--- src/rtl/blob_metrics.sv ---
// Per-frame area and boundary-edge perimeter of a raster-scanned binary mask, issued downstream with a busy handshake.
// Optional bounding-box outputs are enabled with `define BLOB_METRICS_BBOX_EN.
module blob_metrics #(
   parameter int WIDTH  = 180,
   parameter int HEIGHT = 320
) (
   input  logic                             clk_in,
   input  logic                             rst_in,
   input  logic                             pixel_valid_in,
   input  logic                             mask_in,
   input  logic [$clog2(WIDTH)-1:0]         hcount_in,
   input  logic [$clog2(HEIGHT)-1:0]        vcount_in,
   input  logic                             busy_in,
   output logic [$clog2(WIDTH*HEIGHT):0]    area_out,
   output logic [$clog2(WIDTH*HEIGHT):0]    perimeter_out,
   output logic                             data_valid_out,
   output logic                             overrun_out
`ifdef BLOB_METRICS_BBOX_EN
   ,
   output logic [$clog2(WIDTH)-1:0]         x_min_out,
   output logic [$clog2(WIDTH)-1:0]         x_max_out,
   output logic [$clog2(HEIGHT)-1:0]        y_min_out,
   output logic [$clog2(HEIGHT)-1:0]        y_max_out
`endif
);

   localparam int HW = $clog2(WIDTH);
   localparam int VW = $clog2(HEIGHT);
   localparam int AW = $clog2(WIDTH*HEIGHT) + 1;
   localparam logic [HW-1:0] X_LAST = HW'(WIDTH - 1);
   localparam logic [VW-1:0] Y_LAST = VW'(HEIGHT - 1);

   localparam logic [1:0] ACCUM = 2'd0;
   localparam logic [1:0] ISSUE = 2'd1;
   localparam logic [1:0] PEND  = 2'd2;

   function automatic logic [AW-1:0] sat_add(input logic [AW-1:0] a, input logic [2:0] b);
      logic [AW:0] sum;
      sum = {1'b0, a} + {{(AW-2){1'b0}}, b};
      if (sum[AW]) begin
         return {AW{1'b1}};
      end else begin
         return sum[AW-1:0];
      end
   endfunction

   logic [1:0]    state_r;
   logic [WIDTH-1:0] line_buf_r;
   logic          left_r;
   logic          started_r;
   logic [AW-1:0] area_acc_r;
   logic [AW-1:0] perim_acc_r;

   logic          accept_s;
   logic          first_s;
   logic          last_s;
   logic          left_s;
   logic          up_s;
   logic [2:0]    inc_s;
   logic [AW-1:0] area_next_s;
   logic [AW-1:0] perim_next_s;
`ifdef BLOB_METRICS_BBOX_EN
   logic [HW-1:0] x_min_r, x_max_r, x_min_next_s, x_max_next_s;
   logic [VW-1:0] y_min_r, y_max_r, y_min_next_s, y_max_next_s;
`endif

   // Per-pixel decode: neighbour bits, perimeter increment and next running totals.
   always_comb begin
      accept_s = pixel_valid_in && (hcount_in <= X_LAST) && (vcount_in <= Y_LAST);
      first_s  = accept_s && (hcount_in == {HW{1'b0}}) && (vcount_in == {VW{1'b0}});
      // A frame only completes if its (0,0) was seen since reset.
      last_s   = accept_s && (hcount_in == X_LAST) && (vcount_in == Y_LAST) && (started_r || first_s);
      if (hcount_in == {HW{1'b0}}) begin
         left_s = 1'b0;
      end else begin
         left_s = left_r;
      end
      if (vcount_in == {VW{1'b0}}) begin
         up_s = 1'b0;
      end else begin
         up_s = line_buf_r[hcount_in];
      end
      inc_s = {2'b00, mask_in ^ left_s} + {2'b00, mask_in && (hcount_in == X_LAST)}
            + {2'b00, mask_in ^ up_s}   + {2'b00, mask_in && (vcount_in == Y_LAST)};
      if (first_s) begin
         area_next_s  = sat_add({AW{1'b0}}, {2'b00, mask_in});
         perim_next_s = sat_add({AW{1'b0}}, inc_s);
      end else begin
         area_next_s  = sat_add(area_acc_r, {2'b00, mask_in});
         perim_next_s = sat_add(perim_acc_r, inc_s);
      end
`ifdef BLOB_METRICS_BBOX_EN
      if (first_s) begin
         x_min_next_s = {HW{1'b1}};
         x_max_next_s = {HW{1'b0}};
         y_min_next_s = {VW{1'b1}};
         y_max_next_s = {VW{1'b0}};
      end else begin
         x_min_next_s = x_min_r;
         x_max_next_s = x_max_r;
         y_min_next_s = y_min_r;
         y_max_next_s = y_max_r;
      end
      if (mask_in) begin
         if (hcount_in < x_min_next_s) x_min_next_s = hcount_in; else x_min_next_s = x_min_next_s;
         if (hcount_in > x_max_next_s) x_max_next_s = hcount_in; else x_max_next_s = x_max_next_s;
         if (vcount_in < y_min_next_s) y_min_next_s = vcount_in; else y_min_next_s = y_min_next_s;
         if (vcount_in > y_max_next_s) y_max_next_s = vcount_in; else y_max_next_s = y_max_next_s;
      end else begin
         x_min_next_s = x_min_next_s;
      end
`endif
   end

   // Running accumulators and previous-row line buffer.
   always_ff @(posedge clk_in or negedge rst_in) begin
      if (!rst_in) begin
         line_buf_r  <= {WIDTH{1'b0}};
         left_r      <= 1'b0;
         started_r   <= 1'b0;
         area_acc_r  <= {AW{1'b0}};
         perim_acc_r <= {AW{1'b0}};
`ifdef BLOB_METRICS_BBOX_EN
         x_min_r <= {HW{1'b1}};
         x_max_r <= {HW{1'b0}};
         y_min_r <= {VW{1'b1}};
         y_max_r <= {VW{1'b0}};
`endif
      end else if (accept_s) begin
         line_buf_r[hcount_in] <= mask_in;
         left_r      <= mask_in;
         started_r   <= started_r | first_s;
         area_acc_r  <= area_next_s;
         perim_acc_r <= perim_next_s;
`ifdef BLOB_METRICS_BBOX_EN
         x_min_r <= x_min_next_s;
         x_max_r <= x_max_next_s;
         y_min_r <= y_min_next_s;
         y_max_r <= y_max_next_s;
`endif
      end else begin
         left_r <= left_r;
      end
   end

   // Frame results change only when a frame completes.
   always_ff @(posedge clk_in or negedge rst_in) begin
      if (!rst_in) begin
         area_out      <= {AW{1'b0}};
         perimeter_out <= {AW{1'b0}};
`ifdef BLOB_METRICS_BBOX_EN
         x_min_out <= {HW{1'b0}};
         x_max_out <= {HW{1'b0}};
         y_min_out <= {VW{1'b0}};
         y_max_out <= {VW{1'b0}};
`endif
      end else if (last_s) begin
         area_out      <= area_next_s;
         perimeter_out <= perim_next_s;
`ifdef BLOB_METRICS_BBOX_EN
         x_min_out <= x_min_next_s;
         x_max_out <= x_max_next_s;
         y_min_out <= y_min_next_s;
         y_max_out <= y_max_next_s;
`endif
      end else begin
         area_out <= area_out;
      end
   end

   // Issue handshake; a completion before the pending result left marks an overrun.
   always_ff @(posedge clk_in or negedge rst_in) begin
      if (!rst_in) begin
         state_r        <= ACCUM;
         data_valid_out <= 1'b0;
         overrun_out    <= 1'b0;
      end else begin
         data_valid_out <= 1'b0;
         case (state_r)
            ACCUM: begin
               if (last_s) state_r <= ISSUE; else state_r <= ACCUM;
            end
            ISSUE: begin
               if (last_s) begin
                  overrun_out <= 1'b1;
                  state_r     <= PEND;
               end else if (busy_in) begin
                  state_r <= PEND;
               end else begin
                  data_valid_out <= 1'b1;
                  state_r        <= ACCUM;
               end
            end
            PEND: begin
               if (last_s) begin
                  overrun_out <= 1'b1;
               end else if (!busy_in) begin
                  data_valid_out <= 1'b1;
                  state_r        <= ACCUM;
               end else begin
                  state_r <= PEND;
               end
            end
            default: state_r <= ACCUM;
         endcase
      end
   end

endmodule

--- config.mk ---
export PLATFORM = sky130hd
export DESIGN_NAME = blob_metrics
export DESIGN_NICKNAME = d
export VERILOG_FILES = /design/src/rtl/blob_metrics.sv
export SDC_FILE = /design/constraint.sdc
export NUM_CORES = 1
export LEC_CHECK = 0
export BUFFER_PORTS_ARGS = -buffer_cell sky130_fd_sc_hd__buf_2
export CAP_MARGIN = 10
export CORE_MARGIN = 4
export CORE_UTILIZATION = 37
export DETAILED_ROUTE_END_ITERATION = 10
export MAX_ROUTING_LAYER = met4
export SKIP_LAST_GASP = 1
export SLEW_MARGIN = 5
export SYNTH_ARGS = -nofsm -noshare
export SYNTH_HDL_FRONTEND = slang
export SYNTH_SLANG_ARGS = --single-unit
--- constraint.sdc ---
create_clock -name clk_in -period 5.6 [get_ports clk_in]
set_input_delay 1.12 -clock clk_in [delete_from_list [all_inputs] [get_ports clk_in]]
set_output_delay 1.12 -clock clk_in [all_outputs]
set_load 0.03 [all_outputs]
### After elaboration in Yosys (flattened, before gate mapping)

Index checks and enable logic that the tools add are counted.

* bits in registers: 254
* output and inout port bits: 36
* word-level logic and storage cells: 62

* bitwise logic cells: 3
* reduce and logical (&&, ||, !) cells: 16
* magnitude comparators: 4
* equal/unequal tests: 5
* $add $sub $neg: 5
* mux-type cells: 19

Operators with widths (count)
* $bwmux 180: 1
* $mux 17: 4
* $add 17x1->18: 1
* $add 17x3->18: 1
* $logic_and 1x1->1: 10
* $eq 9x9->1 const B: 1
* $le 9x9->1 const B: 1
* $logic_not 9->1: 1
* $lt 8x9->1 const B: 1
* $bmux 1 s8: 1
* $demux 1 s8: 1
* $eq 8x8->1 const B: 1
* $ge 8x1->1 const B: 1
* $le 8x8->1 const B: 1
* $logic_not 8->1: 1
* $mux 1: 8
* $mux 2: 3
* $pmux 2 s3: 1
* $add 2x1->3: 1
* $add 3x1->3: 1
* $add 1x1->2: 1
* $eq 2x1->1 const B: 1
* $eq 2x2->1 const B: 1
* $logic_not 2->1: 1
* 6 further kinds: 7

### Depth between registers and ports, before layout

* word-level depth: 9
* gate-level depth with buffers: 21
* gate-level depth less buffers: 17

### Worst setup path after synthesis

No wires, ideal clock.

* path type: input to register
* start: input hcount_in[1]
* end: register perim_acc_r[8]
* data required time: 5.479 ns
* arrival time: 5.181 ns
* setup slack: 0.297 ns
* setup time: 0.121 ns
* cell stages on the path: 18
* cell sequence: buf_2 > clkbuf_1 > mux4_2 > mux4_2 > nand2_1 > nand4_1 > o31ai_2 > xnor2_1 > ha_1 > ha_1 > ha_1 > a21o_1 > a21oi_1 > nor4_1 > nand4_1 > clkbuf_1 > a31oi_1 > o22a_1

* longest elaborated chain between the ends: 9
* elaborated cells on any way between the ends: 20
* those cells by class: add/sub: 4; order compare: 1; eq/ne: 1; mux: 6; bitwise: 2; reduce/logical: 6

Ends and longest elaborated chain
* start, declared: RTL line 11 `input logic [$clog2(WIDTH)-1:0] hcount_in,`
* $bmux 1 s8 / $logic_not 8->1 (equally long branches): RTL line 81, 70, 73
* $mux 1 (on tied branches): RTL line 81, 73
* $mux 1 / $xor 1x1->1 (equally long branches): RTL line 78, 83
* $xor 1x1->1 / $add 1x1->2 (equally long branches): RTL line 84, 83
* $add 2x1->3: RTL line 84 `+ {2'b00, mask_in ^ up_s} + {2'b00, mask_in && (vcount_in == Y_LAST)};`
* $add 3x1->3: RTL line 84
* $add 17x3->18: RTL line 39 `sum = {1'b0, a} + {{(AW-2){1'b0}}, b};`
* $mux 17: RTL line 40 `if (sum[AW]) begin`
* $mux 17: RTL line 85 `if (first_s) begin`
* end signal, assigned: RTL line 122 `perim_acc_r <= {AW{1'b0}};`
* end signal, assigned: RTL line 134 `perim_acc_r <= perim_next_s;`
* end, declared: RTL line 52 `logic [AW-1:0] perim_acc_r;`

Several ways; a longest one is shown, not always the timed one. The select of a mux whose other input is x is not followed.
A chain may end at the register's enable or synchronous reset.

### Final worst setup path

* start: input hcount_in[0]
* end: register perimeter_out[12]

* longest elaborated chain between the ends: 9
* elaborated cells on any way between the ends: 24
* those cells by class: add/sub: 4; order compare: 1; eq/ne: 1; mux: 6; bitwise: 2; reduce/logical: 10

Ends and longest elaborated chain
* $bmux 1 s8 / $logic_not 8->1 (equally long branches): RTL line 81, 70, 73
* $mux 1 (on tied branches): RTL line 81, 73
* $mux 1 / $xor 1x1->1 (equally long branches): RTL line 78, 83
* $xor 1x1->1 / $add 1x1->2 (equally long branches): RTL line 84, 83
* $add 2x1->3: RTL line 84
* $add 3x1->3: RTL line 84
* $add 17x3->18: RTL line 39
* $mux 17: RTL line 40
* $mux 17: RTL line 85
* end signal, assigned: RTL line 150 `perimeter_out <= {AW{1'b0}};`
* end signal, assigned: RTL line 159 `perimeter_out <= perim_next_s;`
* end, declared: RTL line 15 `output logic [$clog2(WIDTH*HEIGHT):0] perimeter_out,`

Several ways; a longest one is shown, not always the timed one. The select of a mux whose other input is x is not followed.

==> summary.md <==
| Metric | Value |
|---|---|
| Max-Cap Viols | 0 |
| Vias in the first global route | 9775 |
| Slew margin rel. | 30.1% |
| Total wire length | 32800 um |
| Yosys warns | 0 |
| Setup bufs post-CTS | 0 |
| Drt wl/cell | 18.7 um |
| Final setup vio count | 0 |
| Post-route setup slack | 432 ps |
| Total number of vias | 9785 |
| Final worst-path cycle share | 92.3% |
| CP delay by family, top | compound AO/OA/AOI/OAI gates |
| Clock sinks | 254 |
| Syn_area_per_cell | 10.4 um^2 |
| Synth cell types | 61 |
| Most frequent cells in the layout | dfrtp_1 (254), o21ai_0 (194), nand2_1 (143) |
| Share of cells above drive strength 1 | 20.8% |
| Critical path type | in2reg |
| Antenna violations before repair | 1 |
| #FFs+latches synth | 254 |
| Sequential element share of the synthesized area | 49.0% |
| Cell area after synthesis | 13000 um^2 |
| Area Overhead vs Synth | 14.5% |
| CTS H-tree lvls | 1 |
| Clock tree buffer depth | 3 |
| Dpl hpwl | 21800 um |
| First-pass GRT wire length | 54600 um |
| Post-layout nets | 1317 |
| Final Hold Fails | 0 |
| Initial DRC Count | 743 |
| Worst Path Max Fanout | 7 |
| Antenna Nets Post-Route | 0 |
| FP Rows | 68 |
| Max frequency | 194 MHz |
| Setup TNS | 0 ps |
| PortBufs | 57 |
| FILL cells | 3335 |
| CP peak stage delay | 510 ps |
| Most used cell along the critical path | a21oi_1 |
| Initial Util | 37.5% |
| Synthesized instance count | 1252 |
| EDFF count, synth | 0 |
| P per Cell Area | 291 nW/um^2 |
| Via/cell ratio | 5.56 |
| Arrival time at the worst endpoint | 5590 ps |
| Crit path required time | 6020 ps |
| Gr usage total | 17.7% |
| CTS tree | yes |
| Die Width | 195 um |
| Asr flop ratio synth | 100% |
| I/O Pins | 58 |
| Core area | 34500 um^2 |
| Clock transition at the registers of the reported paths | 60 ps |
| Worst-Margin Slew | 1040 ps |
| Worst Hold Class | reg2reg |
| Cts repair resizes | 0 |
| WP buf/inv | 3 |
| Hold_buf cts | 0 |
| CTS Buf Count | 28 |
| Slew Viols, Final | 0 |
| Clock Skews | 32.0 ps |
| DRT Pass-1 Iters | 8 |
| Static Leak | 0.00645 uW |
| Synth Flop Type | dfrtp_1 |
| Crit path time final | 5170 ps |
| CP Cell Sequence | buf_2 -> buf_4 -> buf_4 -> mux4_2 -> a22oi_1 -> a21oi_1 -> nor2_1 -> a21oi_1 -> o31ai_2 -> xnor2_1 -> ha_1 -> ha_1 -> fa_1 -> a21o_1 -> and4_1 -> and3_1 -> nand3_1 -> xor2_1 -> a21oi_1 -> mux2_1 |
| VDD IR-drop max | 0.240 mV |
| DP Worst Slack | -92.9 ps |
| Grt ovf | 0 |
| Critical path startpoint category | input pin |
| Largest net degree at the start of global routing | 131 |
| Routability cong. | 0.851 |
| Most common cell after layout, fill and taps aside | dfrtp_1 |
| Status | complete, no violations |
| Critical Path End Type | flip-flop |
| RSZ-0062 raised after global routing | no |
| Clk Latency, worst-skew pair | 570 ps |
| Die H | 195 um |
| Crit-path slowest cell | mux4_2 |
| Root Buffer | clkbuf_16 |
| Die area | 38100 um^2 |
| DRC viols | 0 |
| Syn nets | 1287 |
[kinds of logic after synthesis]
| kind of cell | share of synthesized area, % |
|---|---|
| multiplexers | 12.8 |
| AND/OR/NAND/NOR | 10.4 |
| adder cells (fa/ha/maj) | 1.37 |
| buffers and inverters | 4.16 |
| AO/OA/AOI/OAI | 20.7 |
| flip-flops | 49.0 |
| XOR/XNOR | 1.55 |
[path summary, 6_finish.rpt]
| check | startpoint | to | slack (ps) | cells after the start |
|---|---|---|---|---|
| min in group asynchronous | rst_in | state_r[1] | 620 | 1 |
| worst min-delay path | started_r | started_r | 470 | 1 |
| worst max register to register | line_buf_r[167] | perimeter_out[12] | 1030 | 17 |
| max in group asynchronous | rst_in | area_acc_r[0] | 3740 | 2 |
| worst max-delay path | hcount_in[0] | perimeter_out[12] | 430 | 20 |
| worst min register to register | started_r | started_r | 470 | 1 |
[flip-flops by register name, indices dropped and copies added (netlist names)]
register / cells
state_r: 2
line_buf_r: 180
perimeter_out: 17
data_valid_out: 1
area_out: 17
perim_acc_r: 17
started_r: 1
overrun_out: 1
left_r: 1
area_acc_r: 17
[power breakdown]
group	leakage (uW)	internal (uW)	switching, uW
registers	0.00352	1910	59.9
clock network	0.000478	1150	771
logic	0.00245	182	259
[per-layer routing]
layer,wire (um),global-route usage (%)
met1,15600,25.2
met2,14800,27.2
met3,1730,2.76
met4,695,3.83
met5,0,-
[worst register-to-register path: stages (launching register included)]
cell and delay [ps]:
dfrtp_1 370, mux4_2 470, a221oi_1 290, a211oi_1 90, a311oi_1 330, nand4_1 200, o31ai_2 340, xnor2_1 110
ha_1 210, ha_1 350, fa_1 450, a21o_1 210, and4_1 210, and3_1 190, nand3_1 90, xor2_1 160
a21oi_1 90, mux2_1 290
[cell type report]
type                       instances  area, um^2  share of cell area (%)
timing repair buffer             121         826                    5.56
sequential                       254        6360                    42.8
clock inverter                    11         161                    1.09
clock buffer                      39         812                    5.47
inverter                           9        36.3                   0.244
antenna                            2        5.00                  0.0337
tap                              455         569                    3.83
multi-input combinational        868        6080                    41.0
[metrics by stage]
step	std cells	utilization [%]	hold slack, ps	cell area, um^2	total power, uW
finish	1759	43.0	466	14800	4330
global route	1758	43.0	481	14800	4520
CTS	1757	43.0	468	14800	4380
detailed placement	1707	40.1	454	13900	2440
global placement	1707	40.1	451	13900	2430
floorplan	1252	-	436	13000	2270
[Yosys cell counts, types with 2 or more instances]
cell type	n	share of area [%]
a2111oi_0	2	0.14
nor2b_1	8	0.39
nor4bb_1	2	0.15
fa_1	2	0.31
mux4_2	40	6.9
a311oi_1	2	0.14
ha_1	11	1.1
xor2_1	13	0.88
nand2b_1	10	0.48
nand2_1	143	4.1
nor3b_1	3	0.17
o21ai_1	6	0.23
a21oi_1	38	1.5
and4_1	2	0.14
o31ai_1	134	7.8
mux2i_1	11	0.85
a31oi_1	12	0.58
a211oi_1	5	0.29
a21o_1	4	0.23
o21ai_0	194	7.5
nor3_1	17	0.66
nand4_1	14	0.68
nor2_1	51	1.5
nor4_1	3	0.14
and3_1	8	0.39
o22a_1	10	0.68
mux2_2	49	4.3
o22ai_1	5	0.24
a41oi_1	2	0.14
a22oi_1	9	0.52
mux2_1	9	0.78
inv_1	9	0.26
nand3_1	15	0.58
buf_2	19	0.73
buf_6	3	0.26
dfrtp_1	254	49
xnor2_1	10	0.68
buf_1	3	0.087
or2_2	3	0.14
or3_1	2	0.096
clkbuf_1	94	2.7
and2_1	2	0.096
No activity file was read; power rests on OpenSTA's default activity.
